File: src/rtl/store_drain.sv
// Store-queue drain: takes the committed head store and issues it to the dcache or MMIO port.
// Optional response timeout is compiled in with `define STORE_DRAIN_TIMEOUT_EN.
module store_drain #(
    parameter int unsigned TIMEOUT_CYCLES = 255
) (
    input  logic        clock,
    input  logic        reset,
    input  logic        head_ready_to_deq,
    input  logic        head_mmio,
    input  logic [63:0] head_store_addr,
    input  logic [63:0] head_store_data,
    input  logic [63:0] head_store_mask,
    input  logic [3:0]  head_store_ls_size,
    output logic        head_issuing,
    output logic        dcache_req_valid,
    input  logic        dcache_req_ready,
    output logic [63:0] dcache_req_addr,
    output logic [63:0] dcache_req_data,
    output logic [63:0] dcache_req_mask,
    output logic [3:0]  dcache_req_size,
    input  logic        dcache_resp_valid,
    output logic        mmio_req_valid,
    input  logic        mmio_req_ready,
    input  logic        mmio_resp_valid,
    output logic        drain_busy,
    output logic        drain_err
);

    typedef enum logic [1:0] {
        IDLE      = 2'd0,
        REQ       = 2'd1,
        WAIT_RESP = 2'd2
    } state_e;

    state_e      state_q, state_d;
    logic [63:0] addr_q, addr_d;
    logic [63:0] data_q, data_d;
    logic [63:0] mask_q, mask_d;
    logic [3:0]  size_q, size_d;
    logic        mmio_q, mmio_d;
    logic        dreq_q, dreq_d;
    logic        mreq_q, mreq_d;
    logic        issue_q, issue_d;
    logic        req_accept;
    logic        resp_hit;

`ifdef STORE_DRAIN_TIMEOUT_EN
    localparam logic [7:0] TMO_LIMIT = 8'(TIMEOUT_CYCLES);
    logic [7:0] tmo_cnt_q, tmo_cnt_d;
    logic       err_q, err_d;
`endif

    // Only the port selected by the latched mmio bit may complete a phase.
    assign req_accept = mmio_q ? mmio_req_ready  : dcache_req_ready;
    assign resp_hit   = mmio_q ? mmio_resp_valid : dcache_resp_valid;

    always_comb begin
        state_d = state_q;
        addr_d  = addr_q;
        data_d  = data_q;
        mask_d  = mask_q;
        size_d  = size_q;
        mmio_d  = mmio_q;
        dreq_d  = dreq_q;
        mreq_d  = mreq_q;
        issue_d = 1'b0;
`ifdef STORE_DRAIN_TIMEOUT_EN
        tmo_cnt_d = tmo_cnt_q;
        err_d     = err_q;
`endif
        case (state_q)
            IDLE: begin
                // issue_q high means the head still shows the entry just freed.
                if (head_ready_to_deq && !issue_q) begin
                    addr_d  = head_store_addr;
                    data_d  = head_store_data;
                    mask_d  = head_store_mask;
                    size_d  = head_store_ls_size;
                    mmio_d  = head_mmio;
                    dreq_d  = !head_mmio;
                    mreq_d  = head_mmio;
                    state_d = REQ;
                end
            end
            REQ: begin
                if (req_accept) begin
                    dreq_d  = 1'b0;
                    mreq_d  = 1'b0;
                    state_d = WAIT_RESP;
`ifdef STORE_DRAIN_TIMEOUT_EN
                    tmo_cnt_d = 8'd0;
`endif
                end
            end
            WAIT_RESP: begin
`ifdef STORE_DRAIN_TIMEOUT_EN
                tmo_cnt_d = tmo_cnt_q + 8'd1;
`endif
                if (resp_hit) begin
                    issue_d = 1'b1;
                    state_d = IDLE;
                end
`ifdef STORE_DRAIN_TIMEOUT_EN
                else if (tmo_cnt_d == TMO_LIMIT) begin
                    err_d   = 1'b1;
                    issue_d = 1'b1;
                    state_d = IDLE;
                end
`endif
            end
            default: begin
                state_d = IDLE;
            end
        endcase
    end

    always_ff @(posedge clock or posedge reset) begin
        if (reset) begin
            state_q <= IDLE;
            addr_q  <= '0;
            data_q  <= '0;
            mask_q  <= '0;
            size_q  <= '0;
            mmio_q  <= 1'b0;
            dreq_q  <= 1'b0;
            mreq_q  <= 1'b0;
            issue_q <= 1'b0;
`ifdef STORE_DRAIN_TIMEOUT_EN
            tmo_cnt_q <= '0;
            err_q     <= 1'b0;
`endif
        end else begin
            state_q <= state_d;
            addr_q  <= addr_d;
            data_q  <= data_d;
            mask_q  <= mask_d;
            size_q  <= size_d;
            mmio_q  <= mmio_d;
            dreq_q  <= dreq_d;
            mreq_q  <= mreq_d;
            issue_q <= issue_d;
`ifdef STORE_DRAIN_TIMEOUT_EN
            tmo_cnt_q <= tmo_cnt_d;
            err_q     <= err_d;
`endif
        end
    end

    assign head_issuing     = issue_q;
    assign dcache_req_valid = dreq_q;
    assign mmio_req_valid   = mreq_q;
    assign dcache_req_addr  = addr_q;
    assign dcache_req_data  = data_q;
    assign dcache_req_mask  = mask_q;
    assign dcache_req_size  = size_q;
    assign drain_busy       = (state_q != IDLE);

`ifdef STORE_DRAIN_TIMEOUT_EN
    assign drain_err = err_q;
`else
    assign drain_err = 1'b0;
`endif

endmodule

File: config.mk
export PLATFORM = sky130hd
export DESIGN_NAME = store_drain
export DESIGN_NICKNAME = d
export VERILOG_FILES = /design/src/rtl/store_drain.sv
export SDC_FILE = /design/constraint.sdc
export NUM_CORES = 1
export LEC_CHECK = 0
export CORE_AREA = 2 2 157 159
export CTS_BUF_LIST = sky130_fd_sc_hd__clkbuf_2
export DETAILED_ROUTE_END_ITERATION = 10
export DIE_AREA = 0 0 159 161
export GPL_TIMING_DRIVEN = 0
export PLACE_DENSITY = 0.75
export SKIP_LAST_GASP = 1
export SLEW_MARGIN = 20
export SYNTH_ARGS = -nofsm -noshare
export SYNTH_HDL_FRONTEND = slang
export SYNTH_SLANG_ARGS = --single-unit
File: constraint.sdc
create_clock -name clock -period 8.4 [get_ports clock]
set_input_delay 2.1 -clock clock [delete_from_list [all_inputs] [get_ports clock]]
set_output_delay 2.1 -clock clock [all_outputs]
set_load 0.01 [all_outputs]
* Word level (Yosys, flattened, before mapping)
Index checks and enable logic that the tools add are counted.
** Word-level totals
- Bits in registers :: 202
- Output and inout bits :: 201
- Input bits :: 204
- Word-level logic and storage cells :: 36
** Cells by class
- Mux-type cells :: 13
- Reduce and logical (&&, ||, !) cells :: 9
- Equal/unequal tests :: 5
** Operators by type and width (count)
- 1-bit 2-to-1 mux :: 7
- 2-bit 2-to-1 mux :: 3
- 2-bit inequality test, second input constant :: 3
- 2-bit case mux with 3 select lines :: 1
- 3-bit AND reduction :: 2
- 1-bit case mux with 2 select lines :: 2
- 2-bit nonzero test :: 2
- 2-bit by 1-bit equality test with 1-bit output, second input constant :: 1
- 2-bit equality test, second input constant :: 1
- 1-bit logical NOT :: 2
- 2-bit logical NOT :: 1
- 2-bit AND reduction :: 1
- 1-bit logical AND :: 1

* Longest topological paths before layout
Gate-level depths: netlist (run 1).
- Word-level depth :: 4
- Depth in mapped cells :: 6

* Worst setup path before layout (run 1)
No wires, ideal clock.
- Path kind :: input to register
- Start point :: in head_ready_to_deq
- End point :: reg data_q[10], in the netlist dcache_req_data[10]
- Arrival time :: 3.031 ns
- Slack :: 5.242 ns
- Path buffers :: 2
- Stages :: 5
- Setup time :: 0.127 ns
- Cells stage by stage :: nand2b_1 nor2_8 buf_6 buf_6 mux2_1
** Between the ends
- Word-level cells in the longest chain between the ends :: 2
** Ends and longest elaborated chain
- start: declaration :: RTL line 8 : input logic head_ready_to_deq,
- 1-bit logical AND :: RTL line 74 : if (head_ready_to_deq && !issue_q) begin
- 2-bit AND reduction (no line)
- end signal: assignment :: RTL line 135 : data_q <= data_d;
- end: declaration :: RTL line 37 : logic [63:0] data_q, data_d;
Every way passes these cells.
A chain may end at the register's enable or synchronous reset.

* Worst setup path after layout (run 1)
- Start point :: reg state_q[0]
- End point :: out drain_busy
** Between the ends
- Word-level cells in the longest chain between the ends :: 1
** Ends and longest elaborated chain
- start: declaration :: RTL line 35 : state_e state_q, state_d;
- start signal: assignment :: RTL line 133 : state_q <= state_d;
- 2-bit nonzero test :: RTL line 156 : assign drain_busy = (state_q != IDLE);
- end: declaration :: RTL line 25 : output logic drain_busy,
Every way passes these cells.

==> results of run 1 <==
[power groups by stage]
stage,sequential (mW),combinational [mW],clock (mW)
after global placement,1.71,2.20,0
after global routing,1.78,2.34,0.710
after CTS,1.72,2.24,0.665
after floorplan,1.95,0.689,0
final,1.71,2.20,0.627
after detailed placement,1.74,2.23,0
[cells in the mapped netlist (all sizes together)]
master / number
dfrtp: 202
o21ai: 1
o22ai: 2
nand2: 1
nand3b: 1
conb: 1
nor2: 1
clkbuf: 1
a22oi: 2
mux2i: 2
mux2: 197
buf: 22
a21oi: 2
inv: 4
or2: 2
nor3b: 2
nand2b: 2
[metrics by stage]
step           utilization (%)  total power, mW  hold slack, ns
2_1_floorplan                -             2.64           0.485
5_1_grt                   52.4             4.83           0.507
4_1_cts                   52.4             4.63           0.494
6_report                  52.4             4.54           0.488
3_5_place_dp              50.7             3.97           0.474
3_3_place_gp              50.4             3.91           0.466
[area by class of cell]
class	instances	area, sq um	share of cell area, %
multi-input cells	216	2360	18.8
clock inverters	4	15.0	0.119
repair buffers	405	4090	32.5
flip-flops and latches	202	5050	40.2
well taps	324	405	3.23
diodes	2	5.00	0.0398
inverters	4	22.5	0.179
clock buffers	80	400	3.19
plain buffers	23	215	1.71
[registers in the layout, indices dropped and copies added (netlist names)]
name              cells
mmio_req_valid        1
dcache_req_addr      64
mmio_q                1
dcache_req_size       4
head_issuing          1
dcache_req_data      64
dcache_req_valid      1
state_q               2
dcache_req_mask      64
[layer usage]
layer	routed length, microns	track usage (%)	vias up
met5	0	0	-
met4	543	5.95	0
met3	2210	7.37	50
met2	11200	30.2	285
met1	7950	17.7	2716
li1	-	-	2504
[critical path, cell delays in order (launching register included)]
cell and delay (ns):
dfrtp_1 0.36, clkbuf_2 0.16, or2_4 0.28, clkdlybuf4s50_1 0.50
[worst paths after layout]
path	from	endpoint	slack, ns	cells after the start
max	state_q[0]$_DFFE_PP0P_	drain_busy	4.25	3
min	dcache_req_addr[36]$_DFFE_PP0P_	dcache_req_addr[36]$_DFFE_PP0P_	0.49	1
max reg2reg	state_q[0]$_DFFE_PP0P_	dcache_req_size[1]$_DFFE_PP0P_	6.52	6
min reg2reg	dcache_req_addr[36]$_DFFE_PP0P_	dcache_req_addr[36]$_DFFE_PP0P_	0.49	1
max in group asynchronous	reset	dcache_req_mask[59]$_DFFE_PP0P_	5.99	3
min in group asynchronous	reset	dcache_req_addr[15]$_DFFE_PP0P_	1.69	2
[kinds of logic after synthesis]
logic type | count (synthesis) | share of synthesized area [%]
buffers and inverters | 27 | 3.01
and+or+nand+nor | 9 | 0.966
DFF | 202 | 66.1
other | 1 | 0.0491
AOI/OAI and AO/OA | 7 | 0.556
muxes | 199 | 29.3
==> run_results.csv, run 1 <==
group,metric,value,unit
power_and_ir_drop,ir_drop,0.174,mV
timing,finalCritPeriodShare,49.4,%
power_and_ir_drop,pwr-share-seq,37.8,%
routing,wl,22000,microns
grt,grt_pass1_vias,6177,
critical_path,start_kind,"flop",
layout,final_cells,1260,
floorplan,rows,57,
logic_synthesis,ys_seq_elements,202,
clock_network,cts.clk_slew.worst_paths,0.09,ns
placed_design,portBuffers,403,
clock_network,cts_tree,"built",
critical_path,cp_max_fo,9,
timing,drv_slew,0,
layout,drive_above_1_share,18.8,%
logic_synthesis,yosysTopAreaCellShare,66.1,%
logic_synthesis,yosys.area.top_type,"dfrtp_1",
clock_network,cts_buffer_depth,3,
timing,layout_setup_ws,4.25,ns
power_and_ir_drop,p_sw_share,32.2,%
grt,grt_pass1_wl,34100,microns
status,status,"complete, no violations",
power_and_ir_drop,p_int,3.08,mW
timing,finalClockSkew,0.0143,ns
power_and_ir_drop,power.switching,1.46,mW
clock_network,hold_buffers,0,
clock_network,cts_made_buffers,54,
clock_network,clock-root-buffer,"clkbuf_2",
logic_synthesis,synthesis.nets,649,
layout,nets,1110,
routing,vias,5555,
logic_synthesis,synth_area_leaders,"dfrtp_1, mux2_1, mux2_2",
worst_hold_path,min_path_type,"reg -> reg",
clock_network,ctsResizeCount,0,
routing,drt_iter0_drc,180,
run,maxCapViolCount,0,
logic_synthesis,synth_area,0.00764,sq mm
clock_network,cts_sinks,202,
grt,grt-ovfl-total,0,
placed_design,dpl_cell_area,0.0121,sq mm
floorplan,dieArea,0.0256,sq mm
critical_path,cp-end-kind,"primary output",
placed_design,gp_congestion,0.797,
routing,ant_nets,0,
layout,area_delta_synth_final,64.4,%
power_and_ir_drop,leakage,5.29,nW
critical_path,critical_path_class,"reg -> out",
power_and_ir_drop,comb_power_share,48.4,%
power_and_ir_drop,power_density,361,mW/mm^2
timing,fin_crit,4.15,ns
logic_synthesis,syn_area_per_cell,17.2,sq um
floorplan,core_area,0.0240,sq mm
logic_synthesis,ys_seq_area_share,66.1,%
floorplan,start_util,31.9,%
clock_network,cts_setup_buffers,0,
critical_path,cp.required,6.30,ns
routing,dr.pass1.iters,4,
placed_design,dp_hpwl,16700,microns
floorplan,die_h,161,microns
routing,wl_per_cell,17.4,microns
layout,design_area,0.0126,sq mm
placed_design,dp_cells,1174,
logic_synthesis,syn_inst,445,
placed_design,preCtsSetupSlack,4.42,ns
logic_synthesis,synth_warnings,0,
power_and_ir_drop,clkPwrFrac,13.8,%
layout,layout_common_cells,"clkdlybuf4s50_1, dfrtp_1, mux2_1, clkbuf_2, mux2_2",
clock_network,cts-htree-levels,2,
layout,nFillCells,2083,
timing,finalSetupViolations,0,
timing,finalHoldViolations,0,
grt,grt_usage,16.9,%
logic_synthesis,synth_cell_types,22,
critical_path,arrival,2.05,ns
timing,max_clock_freq,0.241,GHz
timing,fin_tns_setup,0,ns
layout,layout_commonest_cell,"clkdlybuf4s50_1",
grt,antenna_found_initial,2,
floorplan,io_pins,405,
grt,grt_max_degree,92,
floorplan,die_w,159,microns
clock_network,clk_latency,0.76,ns
timing,rsz0062_at_grt,"false",
routing,drc,0,
routing,vias_per_cell,4.41,
(Power assumes the default switching activity.)
==> run 2, diff against run 1 <==
==> constraint.sdc (replaced) <==
create_clock -name clock -period 3.9 [get_ports clock]
set_input_delay 0.975 -clock clock [delete_from_list [all_inputs] [get_ports clock]]
set_output_delay 0.975 -clock clock [all_outputs]
set_load 0.01 [all_outputs]
==> run 2 against run 1 <==
  * Critical path depth unchanged
  * Non-clock buffer count increased by 5
  * Combinational power increased by 110%
  * Register-to-register slack got worse by 4.5 ns
  * Power increased by 120%
  * Sequential share of layout area decreased by 0.40 points
  * Routed wire length decreased by 3.6%
  * Clock power increased by 120%
  * Critical path type unchanged
==> run_results.csv, run 2 (synthesis results as in run 1) <==
group,metric,value,unit
routing,wl,21200,microns
placed_design,preCtsSetupSlack,1.07,ns
power_and_ir_drop,leakage,5.35,nW
grt,grt_pass1_wl,33300,microns
placed_design,dp_hpwl,16300,microns
clock_network,clk_latency,0.78,ns
clock_network,clock-root-buffer,"clkbuf_2",
status,status,"complete, no violations",
timing,max_clock_freq,0.325,GHz
critical_path,start_kind,"flop",
floorplan,rows,57,
layout,nets,1115,
grt,grt_pass1_vias,6125,
routing,vias,5534,
critical_path,cp_max_fo,9,
critical_path,slowest_delay,0.51,ns
clock_network,hold_buffers,0,
clock_network,cts.clk_slew.worst_paths,0.11,ns
layout,area_delta_synth_final,66.0,%
worst_hold_path,min_path_type,"reg -> reg",
floorplan,core_area,0.0240,sq mm
critical_path,ff2ff_path_depth,6,
worst_hold_path,min_from,"dcache_req_addr[34]$_DFFE_PP0P_",
clock_network,cts-htree-levels,2,
critical_path,critical_path_class,"reg -> out",
timing,finalSetupViolations,0,
layout,drive_above_1_share,19.7,%
timing,finalHoldViolations,0,
routing,dr.pass1.iters,4,
critical_path,timing.rr.start,"state_q[0]$_DFFE_PP0P_",
critical_path,arrival,2.10,ns
critical_path,reg2reg_to,"dcache_req_data[41]$_DFFE_PP0P_",
timing,rsz0062_at_grt,"false",
critical_path,reg2reg_slack,1.99,ns
timing,drv_slew,0,
critical_path,cp-end-kind,"primary output",
power_and_ir_drop,power_density,773,mW/mm^2
routing,ant_nets,0,
power_and_ir_drop,total_power,9.81,mW
clock_network,ctsResizeCount,0,
floorplan,start_util,31.9,%
routing,drc,0,
worst_hold_path,hold_path_depth,1,
clock_network,cts_setup_buffers,0,
timing,fin_tns_setup,0,ns
timing,fin_crit,3.07,ns
routing,vias_per_cell,4.35,
routing,wl_per_cell,16.6,microns
grt,grt_usage,16.4,%
layout,layout_commonest_cell,"clkdlybuf4s50_1",
critical_path,cp.required,2.92,ns
clock_network,cts_made_buffers,54,
grt,antenna_found_initial,1,
run,maxCapViolCount,0,
timing,finalCritPeriodShare,78.8,%
placed_design,gp_congestion,0.784,
placed_design,portBuffers,403,
timing,finalClockSkew,0.0653,ns
critical_path,cp_slowest_cell,"clkdlybuf4s50_1",
clock_network,cts_buffer_depth,3,
critical_path,crit_chain,"clkbuf_2 -> or2_4 -> clkdlybuf4s50_1",
clock_network,cts_tree,"built",
floorplan,die_h,161,microns
grt,grt_max_degree,33,
routing,drt_iter0_drc,182,
clock_network,cts_sinks,202,
timing,layout_setup_ws,0.825,ns
floorplan,die_w,159,microns
layout,layout_common_cells,"clkdlybuf4s50_1, dfrtp_1, mux2_1, clkbuf_2, mux2_2",
floorplan,dieArea,0.0256,sq mm
power_and_ir_drop,ir_drop,0.363,mV
worst_hold_path,hold_end,"dcache_req_addr[34]$_DFFE_PP0P_",
floorplan,io_pins,405,
grt,grt-ovfl-total,0,
[run 2: changes by cell type in the layout (fill, tap and decap cells not counted), sizes merged]
cell	change
clkinvlp	+1
buf	+5
clkbuf	+3
diode	-1
clkinv	+3
[run 2: area by class of cell]
class,instances,area [sq um]
multi-input combinational,216,2360
clock inverter,8,31.3
tap,324,405
sequential,202,5050
fill,2060,11300
inverter,4,18.8
antenna,1,2.50
clock buffer,83,415
buffer,23,215
timing repair buffer,410,4190
[run 2: power breakdown]
part / switching, mW / internal (mW) / leakage (nW) / total, mW
Combinational: 1.79 / 2.94 / 2.62 / 4.73
Clock: 0.840 / 0.553 / 0.362 / 1.39
Sequential: 0.522 / 3.16 / 2.37 / 3.69
Total: 3.15 / 6.66 / 5.35 / 9.81
[run 2: per-stage QoR]
| stage | instances | cell area (sq um) | hold WS (ns) | utilization, % |
|---|---|---|---|---|
| after CTS | 1270 | 12700 | 0.445 | 53.0 |
| after detailed placement | 1179 | 12200 | 0.474 | 51.1 |
| after floorplan | 445 | 7650 | 0.485 | - |
| final | 1271 | 12700 | 0.484 | 53.0 |
| after global routing | 1271 | 12700 | 0.482 | 53.0 |
| after global placement | 1172 | 12100 | 0.465 | 50.4 |
[run 2: worst max-delay path by stage]
stage,slack (ns),cells after the start,endpoint,startpoint
global placement,-1.41,2,dcache_req_data[6]$_DFFE_PP0P_,reset
finish,0.83,3,drain_busy,state_q[0]$_DFFE_PP0P_
global route,0.64,3,drain_busy,state_q[0]$_DFFE_PP0P_
detailed placement,1.07,6,dcache_req_data[63]$_DFFE_PP0P_,head_ready_to_deq
floorplan,0.31,1,dcache_req_addr[0]$_DFFE_PP0P_,reset
CTS,0.72,3,drain_busy,state_q[0]$_DFFE_PP0P_
[run 2: per-layer routing]
metal	wire, microns	GRT usage (%)
met4	573	6.53
met1	8190	18.1
met2	10500	28.5
met5	0	0
met3	1920	6.29
[run 2: worst max-delay path: cells and delay by family, from the launching register on]
family | cells | cell delay (ns)
and+or+nand+nor | 1 | 0.28
buffers and inverters | 2 | 0.67
DFF | 1 | 0.37
==> run 3, diff against run 2 <==
==> constraint.sdc (replaced) <==
create_clock -name clock -period 2.85 [get_ports clock]
set_input_delay 0.7125 -clock clock [delete_from_list [all_inputs] [get_ports clock]]
set_output_delay 0.7125 -clock clock [all_outputs]
set_load 0.01 [all_outputs]
==> run 3 against run 2 <==
  * Core utilization barely moved
  * Die area did not move
  * Highest routed layer unchanged
  * Register-to-register slack got worse by 1.1 ns
  * Critical endpoint unchanged
  * Via count did not move
  * Sequential cell count did not move
==> run_results.csv, run 3 (synthesis results as in run 1) <==
group,metric,value,unit
clock_network,cts.clk_slew.worst_paths,0.11,ns
timing,fin_tns_setup,0,ns
power_and_ir_drop,power_density,1060,mW/mm^2
critical_path,start_kind,"flop",
critical_path,cp_num_buf_inv,2,
floorplan,die_h,161,microns
power_and_ir_drop,ir_drop,0.497,mV
layout,layout_commonest_cell,"clkdlybuf4s50_1",
routing,wl,21200,microns
critical_path,cp-end-kind,"primary output",
floorplan,dieArea,0.0256,sq mm
timing,finalHoldViolations,0,
layout,area_delta_synth_final,66.0,%
routing,wl_per_cell,16.6,microns
timing,finalClockSkew,0.0654,ns
floorplan,core_area,0.0240,sq mm
critical_path,cp.required,2.14,ns
critical_path,reg2reg_to,"dcache_req_data[41]$_DFFE_PP0P_",
floorplan,start_util,31.9,%
power_and_ir_drop,clkPwrFrac,14.2,%
floorplan,die_w,159,microns
routing,drt_iter0_drc,182,
layout,drive_above_1_share,19.7,%
run,maxCapViolCount,0,
routing,ant_nets,0,
placed_design,portBuffers,403,
routing,dr.pass1.iters,4,
power_and_ir_drop,power.switching,4.31,mW
clock_network,clock-root-buffer,"clkbuf_2",
critical_path,slowest_delay,0.37,ns
routing,drc,0,
grt,grt_max_degree,33,
clock_network,cts_tree,"built",
critical_path,cp-startpoint,"state_q[0]$_DFFE_PP0P_",
timing,layout_setup_ws,0.242,ns
grt,grt_pass1_vias,6125,
clock_network,cts_sinks,202,
critical_path,crit_family,"buffers and inverters",
timing,rsz0062_at_grt,"false",
layout,design_area,0.0127,sq mm
critical_path,crit_chain,"clkbuf_2 -> or2_4 -> dlygate4sd2_1",
timing,finalSetupViolations,0,
timing,max_clock_freq,0.383,GHz
grt,grt-ovfl-total,0,
timing,fin_crit,2.61,ns
worst_hold_path,min_path_type,"in -> async",
critical_path,crit_end,"drain_busy",
critical_path,critical_path_class,"reg -> out",
floorplan,rows,57,
clock_network,cts_made_buffers,54,
power_and_ir_drop,p_int,9.11,mW
grt,grt_usage,16.4,%
routing,vias,5534,
layout,finish.utilization,53.0,%
critical_path,reg2reg_slack,0.94,ns
clock_network,cts-htree-levels,2,
critical_path,cp_slowest_cell,"dfrtp_1",
critical_path,ff2ff_path_depth,6,
status,status,"complete, no violations",
power_and_ir_drop,comb_power_share,48.2,%
placed_design,dpl_cell_area,0.0122,sq mm
critical_path,timing.rr.start,"state_q[0]$_DFFE_PP0P_",
clock_network,cts_setup_buffers,0,
critical_path,cp_max_fo,9,
power_and_ir_drop,leakage,5.36,nW
grt,grt_pass1_wl,33300,microns
layout,layout_common_cells,"clkdlybuf4s50_1, dfrtp_1, mux2_1, clkbuf_2, mux2_2",
placed_design,dp_hpwl,16300,microns
grt,antenna_found_initial,1,
clock_network,clk_latency,0.78,ns
timing,drv_slew,0,
placed_design,gp_congestion,0.784,
critical_path,arrival,1.90,ns
floorplan,io_pins,405,
clock_network,cts_buffer_depth,3,
placed_design,preCtsSetupSlack,0.283,ns
power_and_ir_drop,p_sw_share,32.1,%
power_and_ir_drop,pwr-share-seq,37.6,%
timing,finalCritPeriodShare,91.5,%
routing,vias_per_cell,4.35,
critical_path,worst-path-stages,3,
layout,nets,1115,
[run 3: cell count changes in the layout (fill, tap and decap cells not counted)]
cell,change
clkdlybuf4s50_1,-1
dlygate4sd2_1,+1
[run 3: stage by stage]
step	power (mW)	std cells	hold WS, ns
6_report	13.4	1271	0.285
3_5_place_dp	11.7	1179	0.474
5_1_grt	14.3	1271	0.220
2_1_floorplan	7.78	445	0.485
3_3_place_gp	11.5	1172	0.465
4_1_cts	13.6	1270	0.183
[run 3: power groups by stage]
stage	combinational [mW]	clock [mW]	sequential, mW
after floorplan	2.03	0	5.75
after global placement	6.47	0	5.03
after detailed placement	6.57	0	5.11
after CTS	6.59	2.01	5.05
after global routing	6.87	2.17	5.23
final	6.47	1.91	5.04
[run 3: worst min-delay path by stage]
stage / to / startpoint / depth (start not counted)
global route: head_issuing$_DFF_PP0_ / reset / 2
global placement: dcache_req_addr[7]$_DFFE_PP0P_ / dcache_req_addr[7]$_DFFE_PP0P_ / 1
detailed placement: dcache_req_data[10]$_DFFE_PP0P_ / dcache_req_data[10]$_DFFE_PP0P_ / 1
floorplan: state_q[0]$_DFFE_PP0P_ / state_q[1]$_DFFE_PP0P_ / 1
finish: head_issuing$_DFF_PP0_ / reset / 2
CTS: dcache_req_mask[57]$_DFFE_PP0P_ / reset / 2
[run 3: repair_timing]
action	4_1_cts	5_1_grt
setup endpoints to repair	1	0
hold buffers	0	0
resized for setup	1	0
[run 3: final cells by class]
type                            instances  area, sq um
Fill cell                            2061        11300
Buffer                                 23          215
Timing Repair Buffer                  410         4190
Inverter                                4         18.8
Antenna cell                            1         2.50
Tap cell                              324          405
Clock buffer                           83          415
Sequential cell                       202         5050
Multi-Input combinational cell        216         2360
Clock inverter                          8         31.3
[run 3: routing by layer]
| metal | routed length (microns) | global-route usage [%] | up-vias |
|---|---|---|---|
| met2 | 10500 | 28.5 | 277 |
| met1 | 8190 | 18.1 | 2683 |
| met5 | 0 | 0 | - |
| li1 | - | - | 2529 |
| met4 | 573 | 6.53 | 0 |
| met3 | 1920 | 6.29 | 45 |
